`config.mk`:
```
export PLATFORM = sky130hd
export DESIGN_NAME = button_conditioner_flat
export DESIGN_NICKNAME = d
export VERILOG_FILES = /design/src/rtl/button_conditioner_pkg.sv /design/src/rtl/button_conditioner_if.sv /design/src/rtl/button_conditioner_channel.sv /design/src/rtl/button_conditioner.sv /design/src/flat_wrapper.sv
export SDC_FILE = /design/constraint.sdc
export NUM_CORES = 1
export LEC_CHECK = 0
export BUFFER_PORTS_ARGS = -buffer_cell sky130_fd_sc_hd__buf_2
export CAP_MARGIN = 25
export CORE_UTILIZATION = 55
export CTS_BUF_LIST = sky130_fd_sc_hd__clkbuf_8 sky130_fd_sc_hd__clkbuf_16
export CTS_CLUSTER_SIZE = 28
export DETAILED_ROUTE_END_ITERATION = 10
export PLACE_DENSITY = 0.86
export SYNTH_ARGS = -nofsm -noshare
export SYNTH_HDL_FRONTEND = slang
export SYNTH_SLANG_ARGS = --single-unit
```
`constraint.sdc`:
```
create_clock -name clk -period 2.3 [get_ports clk]
set_clock_uncertainty 0.1 [all_clocks]
set_input_delay 0.345 -clock clk [delete_from_list [all_inputs] [get_ports clk]]
set_output_delay 0.345 -clock clk [all_outputs]
set_load 0.01 [all_outputs]
```
`src/rtl/button_conditioner_pkg.sv`:
```
// Shared types and default timing for the push-button conditioner.
// Defaults assume a 24 MHz pll_clk: 10 ms debounce, 1 s long press, 200 ms repeat.
package button_conditioner_pkg;

    typedef enum logic [2:0] {
        IDLE,
        DEB_PRESS,
        PRESSED,
        LONG,
        DEB_REL
    } btn_state_t;

    localparam int CLK_HZ       = 24_000_000;
    localparam int DEF_DEBOUNCE = CLK_HZ / 100;
    localparam int DEF_LONG     = CLK_HZ;
    localparam int DEF_REPEAT   = CLK_HZ / 5;

    function automatic int max3(input int a, input int b, input int c);
        int m;
        m = (a > b) ? a : b;
        return (m > c) ? m : c;
    endfunction

endpackage

```
`src/rtl/button_conditioner_if.sv`:
```
// Pad-side inputs and conditioned event outputs of the button conditioner.
// slave is the conditioner; master is whoever drives pads and consumes events.
interface button_conditioner_if #(
    parameter int NUM_BTN = 2
);

    logic [NUM_BTN-1:0] btn_in;
    logic [NUM_BTN-1:0] btn_level;
    logic [NUM_BTN-1:0] btn_press;
    logic [NUM_BTN-1:0] btn_release;
    logic [NUM_BTN-1:0] btn_long;
    logic [NUM_BTN-1:0] btn_repeat;

    modport master (
        output btn_in,
        input  btn_level,
        input  btn_press,
        input  btn_release,
        input  btn_long,
        input  btn_repeat
    );

    modport slave (
        input  btn_in,
        output btn_level,
        output btn_press,
        output btn_release,
        output btn_long,
        output btn_repeat
    );

endinterface

```
`src/rtl/button_conditioner_channel.sv`:
```
// One button: 2-FF synchroniser, debounce FSM and a single shared counter
// reused for debounce, hold and repeat timing.
module button_channel
    import button_conditioner_pkg::*;
#(
    parameter logic ACTIVE          = 1'b1,
    parameter int   DEBOUNCE_CYCLES = 4,
    parameter int   LONG_CYCLES     = 20,
    parameter int   REPEAT_CYCLES   = 8,
    parameter int   CW              = 5
) (
    input  logic clk,
    input  logic reset_n,
    input  logic pin,
    output logic level,
    output logic press,
    output logic rel,
    output logic lng,
    output logic rpt
);

    localparam logic [CW-1:0] DEB_END = CW'(DEBOUNCE_CYCLES - 1);
    localparam logic [CW-1:0] LNG_END = CW'(LONG_CYCLES - 1);
    localparam logic [CW-1:0] RPT_END = CW'(REPEAT_CYCLES - 1);

    logic [1:0]    sync_q;
    logic          pol;
    btn_state_t    state_q, state_d;
    logic [CW-1:0] cnt_q, cnt_d;
    logic          press_d, rel_d, lng_d, rpt_d;

    // Reset loads the idle level so a held button reads as a fresh press.
    always_ff @(posedge clk) begin
        if (!reset_n) sync_q <= {2{~ACTIVE}};
        else          sync_q <= {sync_q[0], pin};
    end

    assign pol = ~(sync_q[1] ^ ACTIVE);

    always_comb begin
        state_d = state_q;
        cnt_d   = cnt_q + 1'b1;
        press_d = 1'b0;
        rel_d   = 1'b0;
        lng_d   = 1'b0;
        rpt_d   = 1'b0;
        unique case (state_q)
            IDLE: begin
                cnt_d = '0;
                if (pol) state_d = DEB_PRESS;
            end
            DEB_PRESS: begin
                if (!pol) begin
                    state_d = IDLE;
                    cnt_d   = '0;
                end else if (cnt_q == DEB_END) begin
                    state_d = PRESSED;
                    cnt_d   = '0;
                    press_d = 1'b1;
                end
            end
            PRESSED: begin
                if (!pol) begin
                    state_d = DEB_REL;
                    cnt_d   = '0;
                end else if (cnt_q == LNG_END) begin
                    state_d = LONG;
                    cnt_d   = '0;
                    lng_d   = 1'b1;
                end
            end
            LONG: begin
                if (!pol) begin
                    state_d = DEB_REL;
                    cnt_d   = '0;
                end else if (cnt_q == RPT_END) begin
                    cnt_d = '0;
                    rpt_d = 1'b1;
                end
            end
            DEB_REL: begin
                if (pol) begin
                    state_d = PRESSED;
                    cnt_d   = '0;
                end else if (cnt_q == DEB_END) begin
                    state_d = IDLE;
                    cnt_d   = '0;
                    rel_d   = 1'b1;
                end
            end
            default: begin
                state_d = IDLE;
                cnt_d   = '0;
            end
        endcase
    end

    always_ff @(posedge clk) begin
        if (!reset_n) begin
            state_q <= IDLE;
            cnt_q   <= '0;
            level   <= 1'b0;
            press   <= 1'b0;
            rel     <= 1'b0;
            lng     <= 1'b0;
            rpt     <= 1'b0;
        end else begin
            state_q <= state_d;
            cnt_q   <= cnt_d;
            level   <= (state_q == PRESSED) || (state_q == LONG) ||
                       (state_q == DEB_REL);
            press   <= press_d;
            rel     <= rel_d;
            lng     <= lng_d;
            rpt     <= rpt_d;
        end
    end

endmodule

```
`src/rtl/button_conditioner.sv`:
```
// Conditions raw button pads into debounced levels and press/release/long/repeat
// events; one independent channel per button.
module button_conditioner
    import button_conditioner_pkg::*;
#(
    parameter int                 NUM_BTN         = 2,
    parameter logic [NUM_BTN-1:0] ACTIVE_HIGH     = '1,
    parameter int                 DEBOUNCE_CYCLES = DEF_DEBOUNCE,
    parameter int                 LONG_CYCLES     = DEF_LONG,
    parameter int                 REPEAT_CYCLES   = DEF_REPEAT
) (
    input logic                clk,
    input logic                reset_n,
    button_conditioner_if.slave bus
);

    localparam int CW =
        $clog2(max3(DEBOUNCE_CYCLES, LONG_CYCLES, REPEAT_CYCLES) + 1);

    if ((LONG_CYCLES <= DEBOUNCE_CYCLES) || (DEBOUNCE_CYCLES < 2)) begin : g_bad_cfg
        $error("button_conditioner: need LONG_CYCLES > DEBOUNCE_CYCLES >= 2");
    end

    logic [NUM_BTN-1:0] lvl, prs, rel, lng, rpt;

    for (genvar g = 0; g < NUM_BTN; g++) begin : g_ch
        button_channel #(
            .ACTIVE          (ACTIVE_HIGH[g]),
            .DEBOUNCE_CYCLES (DEBOUNCE_CYCLES),
            .LONG_CYCLES     (LONG_CYCLES),
            .REPEAT_CYCLES   (REPEAT_CYCLES),
            .CW              (CW)
        ) u_ch (
            .clk     (clk),
            .reset_n (reset_n),
            .pin     (bus.btn_in[g]),
            .level   (lvl[g]),
            .press   (prs[g]),
            .rel     (rel[g]),
            .lng     (lng[g]),
            .rpt     (rpt[g])
        );
    end

    assign bus.btn_level   = lvl;
    assign bus.btn_press   = prs;
    assign bus.btn_release = rel;
    assign bus.btn_long    = lng;
    assign bus.btn_repeat  = rpt;

endmodule
```
`src/flat_wrapper.sv`:
```
// flat-port wrapper written by rule: the top's interface ports become plain ports
module button_conditioner_flat import button_conditioner_pkg::*;
#(
    parameter int                 NUM_BTN         = 2,
    parameter logic [NUM_BTN-1:0] ACTIVE_HIGH     = '1,
    parameter int                 DEBOUNCE_CYCLES = DEF_DEBOUNCE,
    parameter int                 LONG_CYCLES     = DEF_LONG,
    parameter int                 REPEAT_CYCLES   = DEF_REPEAT
)
  (clk, reset_n, bus_btn_in, bus_btn_level, bus_btn_press, bus_btn_release, bus_btn_long, bus_btn_repeat);
  button_conditioner_if #(.NUM_BTN(NUM_BTN)) bus_i ();
  input logic clk;
  input logic reset_n;
  input wire logic [$bits(bus_i.btn_in)-1:0] bus_btn_in;
  output wire logic [$bits(bus_i.btn_level)-1:0] bus_btn_level;
  output wire logic [$bits(bus_i.btn_press)-1:0] bus_btn_press;
  output wire logic [$bits(bus_i.btn_release)-1:0] bus_btn_release;
  output wire logic [$bits(bus_i.btn_long)-1:0] bus_btn_long;
  output wire logic [$bits(bus_i.btn_repeat)-1:0] bus_btn_repeat;
  assign bus_i.btn_in = bus_btn_in;
  assign bus_btn_level = bus_i.btn_level;
  assign bus_btn_press = bus_i.btn_press;
  assign bus_btn_release = bus_i.btn_release;
  assign bus_btn_long = bus_i.btn_long;
  assign bus_btn_repeat = bus_i.btn_repeat;
  button_conditioner #(.NUM_BTN(NUM_BTN), .ACTIVE_HIGH(ACTIVE_HIGH), .DEBOUNCE_CYCLES(DEBOUNCE_CYCLES), .LONG_CYCLES(LONG_CYCLES), .REPEAT_CYCLES(REPEAT_CYCLES)) u_core (.clk(clk), .reset_n(reset_n), .bus(bus_i));
endmodule
```
## Word-level counts from Yosys, hierarchy flattened

Index checks and enable logic that the tools add are counted.
W data, S select, Z words.

| storage, ports and cells | value |
|---|---|
| register bits | 70 |
| output and inout port bits | 10 |
| logic and storage cells | 101 |

| operators by class | value |
|---|---|
| add/sub/neg operators | 2 |
| eq/ne operators | 24 |
| multiplexer cells | 40 |
| bitwise gates (word level) | 3 |
| reduce and logical (&&, ||, !) cells | 16 |

Operator list:

| kind | number |
|---|---|
| $mux W25 | 14 |
| $pmux W25 S4 | 2 |
| $add A25 B1 Y25 const B | 2 |
| $eq A25 B18 Y1 const B | 2 |
| $eq A25 B23 Y1 const B | 2 |
| $eq A25 B25 Y1 const B | 2 |
| $mux W3 | 16 |
| $pmux W3 S5 | 2 |
| $ne A3 B3 Y1 const B | 6 |
| $reduce_and A3 Y1 | 6 |
| $eq A3 B2 Y1 const B | 4 |
| $reduce_and A5 Y1 | 2 |
| $ne A2 B2 Y1 const B | 4 |
| $eq A3 B1 Y1 const B | 2 |
| $eq A3 B3 Y1 const B | 2 |
| $logic_not A3 Y1 | 2 |
| $mux W1 | 6 |
| $reduce_or A3 Y1 | 2 |
| $logic_or A1 B1 Y1 | 4 |
| $not A1 Y1 | 3 |

## Logic depth before layout (Yosys ltp)

Gate-level depths: netlist of the first run.

| logic depth | value |
|---|---|
| depth in word-level cells | 4 |
| mapped depth | 7 |
| gate-level depth less buffers | 6 |

## Cells and area by module

From an unflattened synthesis of the first run, not the netlist that was laid out.

| second synthesis, totals | value |
|---|---|
| cells, all modules | 380 |
| area total of the unflattened synthesis | 3290.7 µm² |

By module, submodules not included:

| module | instances | cells an instance | area an instance (µm²) | sequential area each (µm²) |
|---|---|---|---|---|
| button_channel (u_core.g_ch[1].u_ch) | 1 | 191 | 1646.6 | 700.7 |
| button_channel (u_core.g_ch[0].u_ch) | 1 | 189 | 1644.1 | 700.7 |

## Least setup slack after synthesis of the first run

Ideal clock, no wire load.

| timing | value |
|---|---|
| path kind | register to register |
| from | reg u_core.g_ch[1].u_ch.cnt_q[14] |
| to | reg u_core.g_ch[1].u_ch.cnt_q[13] |
| arrival time | 1.938 ns |
| data required time | 2.085 ns |
| slack | 0.147 ns |
| stages on the path, launching flop included | 7 |
| buffers on the path | 1 |
| period minus slack after synthesis | 2.153 ns |
| cell sequence | dfxtp_1 -> or4_4 -> nor4_4 -> a31oi_1 -> a211oi_2 -> buf_4 -> nor2_1 |

| on the way | value |
|---|---|
| word-level cells in the longest chain between the ends | 4 |

Ends and longest elaborated chain:

| item | RTL line | text |
|---|---|---|
| start: declaration | button_conditioner_channel.sv:29 | `logic [CW-1:0] cnt_q, cnt_d;` |
| start signal: assignment | button_conditioner_channel.sv:109 | `cnt_q <= cnt_d;` |
| $eq A25 B18 Y1 (tied with other cells) | button_conditioner_channel.sv:56, button_conditioner_channel.sv:85 |  |
| $mux W25 (on tied branches) (2 in a row) | -- |  |
| $pmux W25 S4 * | button_conditioner_channel.sv:47 | `unique case (state_q)` |

Every way passes the cells marked *; elsewhere a longest branch is shown, timed or not.
A chain may end at the register's enable or synchronous reset.

## Final worst setup path of the first run

| timing | value |
|---|---|
| from | reg u_core.g_ch[1].u_ch.cnt_q[9] |
| to | reg u_core.g_ch[1].u_ch.cnt_q[5] |

The elaborated chain is that of the path after synthesis.

==> impl_metrics.tcl, run 1 <==
set metrics [dict create \
    drv_slew 0 \
    cts_tree "done" \
    synth_top_area_cell "dfxtp_1" \
    cp.depth 6 \
    grt_pass1_wl_mm 11.21 \
    min_period_over_period_pct 95.10 \
    path_buf_inv 1 \
    fin_nets 397 \
    reg2reg_from "u_core.g_ch[1].u_ch.cnt_q[9]" \
    clk_pin_slew_ns 0.08 \
    min_period_ns 2.187 \
    yosys-top-cells-area "dfxtp_1 44%, xor2_1 8.5%, nor2_1 7.3%" \
    fmax_mhz 457.2 \
    critical_path.max_stage_delay_ns 0.53 \
    fp-row-count 27 \
    r2r-end "u_core.g_ch[1].u_ch.cnt_q[5]" \
    cts_buffers 9 \
    arrival_ns 2.32 \
    ios 14 \
    end_kind "register" \
    cts_max_level 3 \
    ff2ff_path_depth 6 \
    yosysMostFrequentCell "dfxtp_1" \
    ir_drop_mv 0.4261 \
    cp_cell_sequence "or4_4 -> nor4_4 -> a31oi_1 -> a211oi_2 -> buf_4 -> nor2_1" \
    drt_pass1_iterations 4 \
    ys.warnings.count 0 \
    yosysTopAreaCellShare_pct 43.75 \
    start_kind "register" \
    start_util_pct 57.46 \
    drc 0 \
    hp-class "input port to register" \
    cellLeakagePower_nw 1.238 \
    die_w_um 78.32 \
    post_drt_wl_per_cell_um 13.72 \
    dpl.hpwl_mm 4.236 \
    fp.dieH_um 78.32 \
    endpoint "u_core.g_ch[1].u_ch.cnt_q[5]" \
    critPathMaxFanout 24 \
    globalplace.congestion 0.8283 \
    clock_path_buffers 2 \
    grt_pass1_vias 2399 \
    ant_nets 0 \
    setup_viol 0 \
    async_flop_share_pct 0 \
    synth_top_flop_cell "dfxtp_1" \
    gr-total-overflow 0 \
    finalWirelength_mm 6.420 \
    crit_start "u_core.g_ch[1].u_ch.cnt_q[9]" \
    slew_headroom_pct 72.78 \
    grtUsageTotal_pct 23.22 \
    num_vias 2611 \
    fin_tns_setup_ns 0 \
    critical-path-top-delay-family "simple AND/OR/NAND/NOR gates" \
    io_buffers 13 \
    worst_pin_slew_ns 0.4046 \
    synth_edf_count 0 \
    reg2reg_slack_ns 0.11 \
    status "completed" \
    p_total_mw 2.227 \
    worst_hold_slack_ns 0.09487 \
    rsz0062_at_grt "no" \
    syn_area_per_cell_sq_um 8.728 \
    yosysSeqAreaShare_pct 43.75 \
    syn_inst 367 \
    syn-cell-area_sq_um 3203 \
    grt_max_degree 25 \
    maxCapViolCount 0 \
    synth_common_cells "70 x dfxtp_1, 62 x nor2_1, 31 x xor2_1" \
    place_inst 452 \
    path_class "register to register" \
    layout.cells.non_filler 468 \
    yosysUniqueCellTypes 45 \
    antenna_found_initial 0 \
    final_hold_viol_count 0 \
    required_ns 2.44 \
    dieArea_sq_um 6133 \
    coreArea_sq_um 5574 \
    cp_slowest_cell "or4_4" \
    antenna_cells 0 \
    synth-seq-cells 70 \
    drive_gt1_share_pct 14.65 \
    cts-root-buf "clkbuf_8" \
    first_iter_violations 165 \
    synthToLayoutAreaGrowth_pct 12.62 \
    via_per_inst 5.579 \
    clkLatencyLatePin_ns 0.36 \
    cts.sinks 70 \
    cts_hold_buf 0 \
    syn_nets 373 \
    powerDensity_nw_per_um2 617.2 \
]
==> cells in the final DEF (no fill, tap or decap), types with 5 or more instances in the layout <==
cell type	synthesis	layout
xnor2_1	15	15
xor2_1	31	31
nand3_1	25	25
nand2_1	24	24
inv_1	7	7
buf_2	2	13
nor2b_1	5	5
nand4_1	14	14
dfxtp_1	70	70
nor3_1	14	14
clkbuf_8	0	9
nor4_1	10	7
buf_4	12	17
and3_1	13	13
and2_1	8	8
nand2b_1	5	5
nor2_1	62	62
==> state kept, by name (all words and copies together), names as in the netlist <==
signal and flops:
u_core.g_ch.u_ch.state_q 6, u_core.g_ch.u_ch.sync_q 4, u_core.g_ch.u_ch.press 2, u_core.g_ch.u_ch.cnt_q 50, u_core.g_ch.u_ch.rel 2, u_core.g_ch.u_ch.rpt 2
u_core.g_ch.u_ch.lng 2, u_core.g_ch.u_ch.level 2
==> repair_timing <==
item | 4_1_cts | 5_1_grt
setup endpoints to repair | 0 | 48
setup buffers | 0 | 0
resized for setup | 0 | 3
==> layout make-up <==
cell class,instances,area [sq um]
Tap cell,72,90.09
Timing Repair Buffer,31,212.7
Multi-Input combinational cell,272,1679
Clock inverter,7,73.82
Inverter,7,26.28
Clock buffer,9,123.9
Sequential cell,70,1401
Fill cell,442,1967
==> per-layer routing <==
layer | global-route usage (%) | part of all wire (%) | vias to the layer above
met4 | 7.407 | 1.3 | 0
met3 | 6.977 | 4.5 | 10
li1 | - | - | 1314
met5 | 0 | 0 | -
met2 | 37.19 | 48 | 50
met1 | 29.88 | 46 | 1237
==> how the worst min path moves through the flow <==
stage / start / to / slack [ns] / cells after the start
after CTS: bus_btn_in[1] / u_core.g_ch[1].u_ch.sync_q[0] / 0.09 / 2
after detailed placement: u_core.g_ch[0].u_ch.cnt_q[0] / u_core.g_ch[0].u_ch.cnt_q[0] / 0.35 / 1
after global routing: bus_btn_in[1] / u_core.g_ch[1].u_ch.sync_q[0] / 0.10 / 2
after floorplan: u_core.g_ch[0].u_ch.sync_q[0] / u_core.g_ch[0].u_ch.sync_q[1] / 0.31 / 1
after global placement: u_core.g_ch[0].u_ch.sync_q[0] / u_core.g_ch[0].u_ch.sync_q[1] / 0.31 / 1
final: bus_btn_in[1] / u_core.g_ch[1].u_ch.sync_q[0] / 0.09 / 2
==> cell families after synthesis <==
family          after synthesis  share of synthesized area [%]
buf+inv                      25                          4.414
fa+ha+maj                     2                         0.7811
xor+xnor                     46                          12.58
compound gates               21                          4.805
simple gates                203                          33.67
flops                        70                          43.75
==> metrics by stage <==
| stage | instance area, sq um | utilization [%] | setup WS [ns] |
|---|---|---|---|
| detailed placement | 3391 | 60.83 | 0.1070 |
| global route | 3607 | 64.71 | 0.02332 |
| floorplan | 3203 | - | 0.1474 |
| CTS | 3588 | 64.38 | 0.08520 |
| global placement | 3391 | 60.83 | 0.1943 |
| finish | 3607 | 64.71 | 0.1128 |
==> power by group <==
part           leakage, nW  internal [mW]  total, mW  switching (mW)
Sequential           0.565           1.22       1.22         0.00532
Clock               0.0996          0.504      0.990           0.486
Combinational        0.574        0.00739     0.0164         0.00904
Total                 1.24           1.73       2.23           0.501
No activity file was read; power rests on OpenSTA's default activity.
==> inputs of run 2 (changes only) <==
--- a/config.mk
+++ b/config.mk
@@ -6,12 +6,12 @@
 export NUM_CORES = 1
 export LEC_CHECK = 0
 export BUFFER_PORTS_ARGS = -buffer_cell sky130_fd_sc_hd__buf_2
-export CAP_MARGIN = 25
+export CAP_MARGIN = 20
 export CORE_UTILIZATION = 55
 export CTS_BUF_LIST = sky130_fd_sc_hd__clkbuf_8 sky130_fd_sc_hd__clkbuf_16
 export CTS_CLUSTER_SIZE = 28
 export DETAILED_ROUTE_END_ITERATION = 10
-export PLACE_DENSITY = 0.86
+export PLACE_DENSITY = 0.83
 export SYNTH_ARGS = -nofsm -noshare
 export SYNTH_HDL_FRONTEND = slang
 export SYNTH_SLANG_ARGS = --single-unit
==> constraint.sdc (replaced) <==
create_clock -name clk -period 2.1 [get_ports clk]
set_clock_uncertainty 0.1 [all_clocks]
set_input_delay 0.315 -clock clk [delete_from_list [all_inputs] [get_ports clk]]
set_output_delay 0.315 -clock clk [all_outputs]
set_load 0.01 [all_outputs]
==> impl_metrics.tcl, run 2 (synthesis gave the netlist of run 1 again) <==
set metrics [dict create \
    status "complete, but fails checks" \
    violations "negative setup slack" \
    globalplace.congestion 0.8329 \
    worst_hold_slack_ns 0.08117 \
    gr-total-overflow 0 \
    ant_nets 0 \
    final_area_sq_um 3969 \
    ir_drop_mv 0.4469 \
    fp-row-count 27 \
    fin_tns_setup_ns -0.5588 \
    cp_slowest_cell "or4_4" \
    regMostFlops "u_core.g_ch.u_ch.cnt_q" \
    cpMostUsedCell "buf_6" \
    synthToLayoutAreaGrowth_pct 23.91 \
    cts.sinks 70 \
    final_hold_viol_count 0 \
    min_period_ns 2.145 \
    dpl.hpwl_mm 4.625 \
    fin_nets 423 \
    grt_pass1_vias 2609 \
    place_inst 470 \
    fmax_mhz 466.2 \
    p_sw_mw 0.5752 \
    io_buffers 13 \
    postLayoutCoreUtil_pct 71.20 \
    antenna_cells 0 \
    cts_buffers 9 \
    antenna_found_initial 0 \
    top_regs "u_core.g_ch.u_ch.cnt_q (50), u_core.g_ch.u_ch.state_q (6), u_core.g_ch.u_ch.sync_q (4)" \
    drive_gt1_share_pct 23.46 \
    hp-class "input port to register" \
    die_w_um 78.32 \
    start_util_pct 57.46 \
    dieArea_sq_um 6133 \
    swShare_pct 22.23 \
    cts_max_level 3 \
    arrival_ns 2.29 \
    path_class "register to register" \
    end_kind "register" \
    num_vias 2887 \
    grtUsageTotal_pct 24.26 \
    critical_path.max_stage_delay_ns 0.53 \
    drc 0 \
    final_common_cell "dfxtp_1" \
    placed_area_sq_um 3546 \
    finalWirelength_mm 7.733 \
    pwr-share-clk_pct 47.5 \
    p_comb_share_pct 0.8 \
    clk_pin_slew_ns 0.08 \
    cellLeakagePower_nw 1.432 \
    fp.dieH_um 78.32 \
    drv_slew 0 \
    layout_setup_ws_ns -0.04519 \
    p_total_mw 2.588 \
    grt_max_degree 25 \
    layout_common_cells "66 x dfxtp_1, 57 x nor2_1, 36 x buf_4" \
    coreArea_sq_um 5574 \
    post_drt_wl_per_cell_um 15.65 \
    min_period_over_period_pct 102.2 \
    cts_hold_buf 0 \
    largest_reg_flops 50 \
    critPathMaxFanout 7 \
    slew_headroom_pct 63.24 \
    clkLatencyLatePin_ns 0.36 \
    layout.cells.non_filler 494 \
    maxCapViolCount 0 \
    powerDensity_nw_per_um2 652.1 \
    start_kind "register" \
    worst_pin_slew_ns 0.5472 \
    drt_pass1_iterations 4 \
    required_ns 2.24 \
    ios 14 \
    clock_path_buffers 2 \
    rsz0062_at_grt "yes" \
    pre_cts_slack_ns -0.03201 \
    intPower_mw 2.013 \
    cts_tree "done" \
    grt_pass1_wl_mm 11.51 \
    setup_viol 24 \
    seqPwrFrac_pct 51.6 \
    via_per_inst 5.844 \
    cts-root-buf "clkbuf_8" \
    cp_cell_sequence "or4_4 -> nor4_4 -> buf_6 -> a31oi_4 -> a211oi_4 -> buf_6 -> clkbuf_16 -> nor2_1" \
    first_iter_violations 243 \
]
-- run 2: cell type report --
cell class              count  area [sq um]
multi-input cells         272          1753
fillers                   382          1605
flip-flops and latches     70          1406
repair buffers             57         470.5
clock buffers               9         123.9
clock inverters             7         98.84
well taps                  72         90.09
inverters                   7         26.28
-- run 2: critical path: cells and delay by family, from the launching register on --
| kind | cells | cell delay [ns] |
|---|---|---|
| flip-flops | 1 | 0.33 |
| AND/OR/NAND/NOR | 3 | 0.74 |
| AO/OA/AOI/OAI | 2 | 0.36 |
| buffers and inverters | 3 | 0.50 |
-- run 2: path summary, 6_finish.rpt --
path / startpoint / to / slack, ns / cells after the start
setup / recovery: u_core.g_ch[1].u_ch.cnt_q[9] / u_core.g_ch[1].u_ch.cnt_q[15] / -0.05 / 8
hold / removal: bus_btn_in[0] / u_core.g_ch[0].u_ch.sync_q[0] / 0.08 / 2
setup reg to reg: u_core.g_ch[1].u_ch.cnt_q[9] / u_core.g_ch[1].u_ch.cnt_q[15] / -0.05 / 8
hold reg to reg: u_core.g_ch[0].u_ch.cnt_q[0] / u_core.g_ch[0].u_ch.cnt_q[0] / 0.33 / 1
-- run 2: what timing repair did --
action                                 CTS  global route
gates resized for setup                  3            22
pin swaps                                0            10
cloned                                   0             3
setup endpoints to repair               48            50
endpoints found under the hold margin    0             0
buffers inserted                         0             5
-- run 2: routing by layer --
layer / vias to the layer above / track usage (%) / wire (um)
met1: 1378 / 30.31 / 3416
li1: 1359 / - / -
met2: 122 / 38.86 / 3616
met5: - / 0 / 0
met3: 28 / 5.233 / 462
met4: 0 / 13.33 / 237
-- run 2: power by group through the flow --
stage | sequential (mW) | combinational [mW] | clock [mW]
after floorplan | 1.36 | 0.0130 | 0
final | 1.34 | 0.0215 | 1.23
after CTS | 1.34 | 0.0201 | 1.23
after global placement | 1.37 | 0.0186 | 0
after global routing | 1.34 | 0.0236 | 1.30
after detailed placement | 1.37 | 0.0198 | 0
